`src/rtl/operand_entry_pkg.sv`:
```
// Shared state encodings and default timing for the operand entry path.
package operand_entry_pkg;

    typedef enum logic [1:0] {
        ST_GET_A = 2'd0,
        ST_GET_B = 2'd1,
        ST_GET_C = 2'd2,
        ST_SHOW  = 2'd3
    } state_t;

    // 10 ms at 50 MHz
    localparam int DEFAULT_DEBOUNCE_CYCLES = 500000;
    localparam int DEFAULT_CNT_W           = 19;

endpackage

```
`src/rtl/key_debouncer.sv`:
```
// Synchronises and debounces an active-low pushbutton; emits one press pulse per accepted press.
// Press pulse appears DEBOUNCE_CYCLES+3 edges after the key is first sampled low.
module key_debouncer
    import operand_entry_pkg::*;
#(
    parameter int DEBOUNCE_CYCLES = DEFAULT_DEBOUNCE_CYCLES,
    parameter int CNT_W           = DEFAULT_CNT_W
) (
    input  logic clock,
    input  logic reset,
    input  logic key_n,
    output logic press
);

    localparam logic [CNT_W-1:0] CNT_LAST = CNT_W'(DEBOUNCE_CYCLES - 1);

    logic             sync1;
    logic             sync2;
    logic             level;
    logic             level_d;
    logic [CNT_W-1:0] cnt;

    always_ff @(posedge clock) begin
        if (reset) begin
            sync1   <= 1'b1;
            sync2   <= 1'b1;
            level   <= 1'b1;
            level_d <= 1'b1;
            cnt     <= '0;
            press   <= 1'b0;
        end else begin
            sync1   <= key_n;
            sync2   <= sync1;
            level_d <= level;
            // Only a falling debounced level counts as a press; releases are silent.
            press   <= level_d & ~level;
            if (sync2 == level) begin
                cnt <= '0;
            end else if (cnt == CNT_LAST) begin
                level <= sync2;
                cnt   <= '0;
            end else begin
                cnt <= cnt + 1'b1;
            end
        end
    end

endmodule

```
`src/rtl/operand_entry_fsm.sv`:
```
// Collects a, b, c and carry-in over three key presses and commits them to the adder atomically.
// Outputs update DEBOUNCE_CYCLES+4 edges after a press is first sampled; switch motion between presses is ignored.
module operand_entry_fsm
    import operand_entry_pkg::*;
#(
    parameter int DEBOUNCE_CYCLES = DEFAULT_DEBOUNCE_CYCLES,
    parameter int CNT_W           = DEFAULT_CNT_W
) (
    input  logic       clock,
    input  logic       reset,
    input  logic [1:0] sw,
    input  logic       sw_cin,
    input  logic       key_n,
    output logic [1:0] a,
    output logic [1:0] b,
    output logic [1:0] c,
    output logic       cin,
    output logic       operands_valid,
    output logic [1:0] stage
);

    state_t     state;
    state_t     state_next;
    logic       press;
    logic [1:0] sw_s1;
    logic [1:0] sw_s2;
    logic       cin_s1;
    logic       cin_s2;
    logic [1:0] hold_a;
    logic [1:0] hold_b;
    logic       cap_a;
    logic       cap_b;
    logic       commit;
    logic       wrap;

    key_debouncer #(
        .DEBOUNCE_CYCLES (DEBOUNCE_CYCLES),
        .CNT_W           (CNT_W)
    ) u_key (
        .clock (clock),
        .reset (reset),
        .key_n (key_n),
        .press (press)
    );

    always_ff @(posedge clock) begin
        if (reset) begin
            sw_s1  <= '0;
            sw_s2  <= '0;
            cin_s1 <= 1'b0;
            cin_s2 <= 1'b0;
        end else begin
            sw_s1  <= sw;
            sw_s2  <= sw_s1;
            cin_s1 <= sw_cin;
            cin_s2 <= cin_s1;
        end
    end

    always_ff @(posedge clock) begin
        if (reset) begin
            state <= ST_GET_A;
        end else begin
            state <= state_next;
        end
    end

    always_comb begin
        state_next = state;
        if (press) begin
            case (state)
                ST_GET_A: state_next = ST_GET_B;
                ST_GET_B: state_next = ST_GET_C;
                ST_GET_C: state_next = ST_SHOW;
                ST_SHOW:  state_next = ST_GET_A;
                default:  state_next = ST_GET_A;
            endcase
        end
    end

    always_comb begin
        cap_a  = press && (state == ST_GET_A);
        cap_b  = press && (state == ST_GET_B);
        commit = press && (state == ST_GET_C);
        wrap   = press && (state == ST_SHOW);
        stage  = state;
    end

    // a/b/c/cin move together on commit so the adder never sees a mixed set.
    always_ff @(posedge clock) begin
        if (reset) begin
            hold_a         <= '0;
            hold_b         <= '0;
            a              <= '0;
            b              <= '0;
            c              <= '0;
            cin            <= 1'b0;
            operands_valid <= 1'b0;
        end else begin
            if (cap_a) hold_a <= sw_s2;
            if (cap_b) hold_b <= sw_s2;
            if (commit) begin
                a              <= hold_a;
                b              <= hold_b;
                c              <= sw_s2;
                cin            <= cin_s2;
                operands_valid <= 1'b1;
            end
            if (wrap) begin
                operands_valid <= 1'b0;
                hold_a         <= '0;
                hold_b         <= '0;
            end
        end
    end

endmodule

```
`config.mk`:
```
export PLATFORM = sky130hd
export DESIGN_NAME = operand_entry_fsm
export DESIGN_NICKNAME = d
export VERILOG_FILES = /design/src/rtl/operand_entry_pkg.sv /design/src/rtl/key_debouncer.sv /design/src/rtl/operand_entry_fsm.sv
export SDC_FILE = /design/constraint.sdc
export NUM_CORES = 1
export LEC_CHECK = 0
export ABC_AREA = 1
export CAP_MARGIN = 20
export CORE_ASPECT_RATIO = 1.2
export CORE_UTILIZATION = 48
export DETAILED_ROUTE_END_ITERATION = 10
export PLACE_DENSITY = 0.69
export SYNTH_ARGS = -nofsm -noshare
export SYNTH_HDL_FRONTEND = slang
export SYNTH_SLANG_ARGS = --single-unit
```
`constraint.sdc`:
```
create_clock -name clock -period 1.66 [get_ports clock]
set_input_delay 0.166 -clock clock [delete_from_list [all_inputs] [get_ports clock]]
set_output_delay 0.166 -clock clock [all_outputs]
set_load 0.05 [all_outputs]
```
==> flow_summary_export.csv <==
group,metric,value,unit
sta,hold_viol_final,0,
die,chipHeight,70.3,um
cells_and_area,final_nets,286,
synth,syn_inst,254,
synth,ys_ff_latch,44,
sta,post-route-period-util,96.0,%
min_path,min_path_type,"in -> reg",
sta,setup_viol,0,
cells_and_area,antenna_cells,0,
clock_tree,hold_buffers,0,
route,drtIter0Drc,60,
worst_setup_path,cp.arrival,1.43,ns
synth,yosysSeqAreaShare,47.2,%
worst_setup_path,required,1.49,ns
global_route,grt_overflow,0,
global_route,antenna_found_initial,0,
cells_and_area,final_cells,327,
clock_tree,cts.repair.resized,0,
sta,fin_skew,0.00285,ns
worst_setup_path,critPathKind,"reg -> out",
sta,finalMaxSlewViolations,0,
clock_tree,cts_tree,"yes",
synth,synth.avg_cell_area,7.34,um^2
worst_setup_path,crit_fanout,2,
cells_and_area,final_area,2180,um^2
die,ios,16,
job,drv_cap,0,
clock_tree,htreeDepth,2,
synth,yosys.area.top_type_share,47.2,%
placed_design,port_buffers,15,
worst_setup_path,cpPeakStageDelay,0.80,ns
synth,synth_common_cells,"nor2_1 (65), nand2_1 (54), dfxtp_1 (44), inv_1 (31)",
sta,setup_tns,0,ns
die,initial_core_util,50.9,%
die,die_x,58.9,um
sta,rsz0062_at_grt,"no",
route,vias_per_cell,4.57,
clock_tree,cts_root_buffer,"clkbuf_8",
global_route,globalRouteTotalUtil,17.8,%
synth,synth_top_cell_by_area,"dfxtp_1",
route,routed_wl,3.13,mm
worst_setup_path,worstPathCellList,"clkdlybuf4s50_1",
route,first_pass_iters,4,
cells_and_area,utilization,59.4,%
worst_setup_path,path_delay_family,"buffers and inverters",
route,dr_total_vias,1493,
power_and_ir_drop,leakage,0.840,nW
global_route,grt_pass1_vias,1356,
route,detail-route-antenna-nets,0,
worst_setup_path,path_buf_inv,1,
cells_and_area,drive_above_1_share,7.64,%
synth,synth_area,1870,um^2
die,coreArea,3660,um^2
sta,min_period,1.59,ns
worst_setup_path,crit_path_end_kind,"output pin",
placed_design,gp_congestion,0.853,
sta,relSlewSlack,67.4,%
placed_design,hpwl,2.37,mm
clock_tree,clockBufferDepth,2,
status,outcome,"finished, final reports clean",
power_and_ir_drop,peakVddDrop,644,uV
worst_setup_path,start_kind,"flip-flop",
clock_tree,clkTransAtPathRegs,0.08,ns
synth,synth.distinct_cells,23,
synth,synth-edff-count,0,
synth,synthFlopType,"dfxtp_1",
clock_tree,postCtsSetupRepairBufs,0,
synth,yosys-top-cells-area,"dfxtp_1 (47%), nor2_1 (13%), nand2_1 (11%)",
global_route,grt_pass1_wl,5.47,mm
synth,yosysWarnings,0,
placed_design,placedCellCount,319,
sta,worst_slew_pin_slew,0.487,ns
clock_tree,numCtsBuffers,5,
die,die_area,4140,um^2
global_route,grt_max_degree,18,
placed_design,place_area,2070,um^2
synth,syn_nets,266,
die,row_count,24,
cells_and_area,fillers,354,
cells_and_area,synthToLayoutAreaGrowth,16.6,%
clock_tree,clock-sinks,44,
clock_tree,clk_latency,0.29,ns
worst_setup_path,cp_slowest_cell,"clkdlybuf4s50_1",
route,wl_per_cell,9.57,um
synth,yosysMostFrequentCell,"nor2_1",
route,drcViolationCount,0,
synth,async_reset_ff_share,0,%
power_and_ir_drop,power_density,875,nW/um^2
sta,max_freq,0.628,GHz
==> cells by family (layout without fill, tap and decap cells) <==
logic type | after synthesis | count (layout) | synth area share, %
adder cells (fa/ha/maj) | 6 | 6 | 4.02
buffers and inverters | 38 | 59 | 8.25
flip-flops | 44 | 44 | 47.2
AO/OA/AOI/OAI | 16 | 16 | 4.29
XOR/XNOR | 12 | 12 | 5.63
AND/OR/NAND/NOR | 138 | 138 | 30.6
==> path summary, 6_finish.rpt <==
check,start,end,slack (ns),cells past startpoint
min,sw[1],sw_s1[1],0.39,3
max reg2reg,u_key.cnt[0],u_key.cnt[9],0.25,8
max,operands_valid,operands_valid,0.07,1
min reg2reg,sw_s1[0],sw_s2[0],0.41,2
==> layout make-up <==
cell class                 count  area [um^2]  area share, %
sequential                    44          882           40.5
multi-input combinational    172          831           38.2
timing repair buffer          17          160           7.36
inverter                      34          130           5.98
clock buffer                   6         72.6           3.34
tap                           52         65.1           2.99
clock inverter                 2         35.0           1.61
==> power by group <==
group | switching [mW] | total [mW] | internal [mW]
clock network | 0.346 | 0.793 | 0.446
registers | 0.00416 | 1.07 | 1.06
logic | 0.0210 | 0.0421 | 0.0212
total | 0.371 | 1.90 | 1.53
==> cell usage in the layout (no fill, tap or decap) <==
master / count
nor2_1: 65
nand2_1: 54
dfxtp_1: 43
inv_1: 31
clkdlybuf4s50_1: 13
o21ai_0: 11
xor2_1: 11
nand3_1: 7
ha_1: 6
a21oi_1: 5
clkbuf_8: 5
buf_4: 4
nand4_1: 3
or2_2: 3
nand3_2: 2
nand3b_1: 1
inv_2: 1
nor2_2: 1
nor2_4: 1
inv_4: 1
clkinv_1: 1
and2_1: 1
xnor2_1: 1
bufinv_16: 1
clkbuf_1: 1
clkinv_2: 1
dfxtp_2: 1
==> per-stage QoR <==
step | setup slack (ns) | hold WS (ns) | total power [mW]
after global routing | 0.00854 | 0.383 | 1.99
after global placement | 0.255 | 0.392 | 1.14
after floorplan | 0.156 | 0.270 | 1.12
after detailed placement | 0.230 | 0.396 | 1.14
final | 0.0665 | 0.387 | 1.90
after CTS | 0.0554 | 0.380 | 1.93
==> layer usage <==
metal  vias up  global-route usage (%)  part of all wire, %
li1        804                       -                    -
met1       658                    21.1                   46
met2        23                    28.8                   48
met3         8                    5.56                  3.0
met4         0                    8.20                  2.4
met5         -                       0                    0
==> state kept, by name, indices dropped and copies added, names as in the netlist <==
signal and count:
u_key.cnt 19, a 2, b 2, c 2, hold_a 2, hold_b 2
stage 2, sw_s1 2, sw_s2 2, cin 1, cin_s1 1, cin_s2 1
operands_valid 1, u_key.level 1, u_key.level_d 1, u_key.press 1, u_key.sync1 1, u_key.sync2 1
Power figures use the tool's default switching activity.
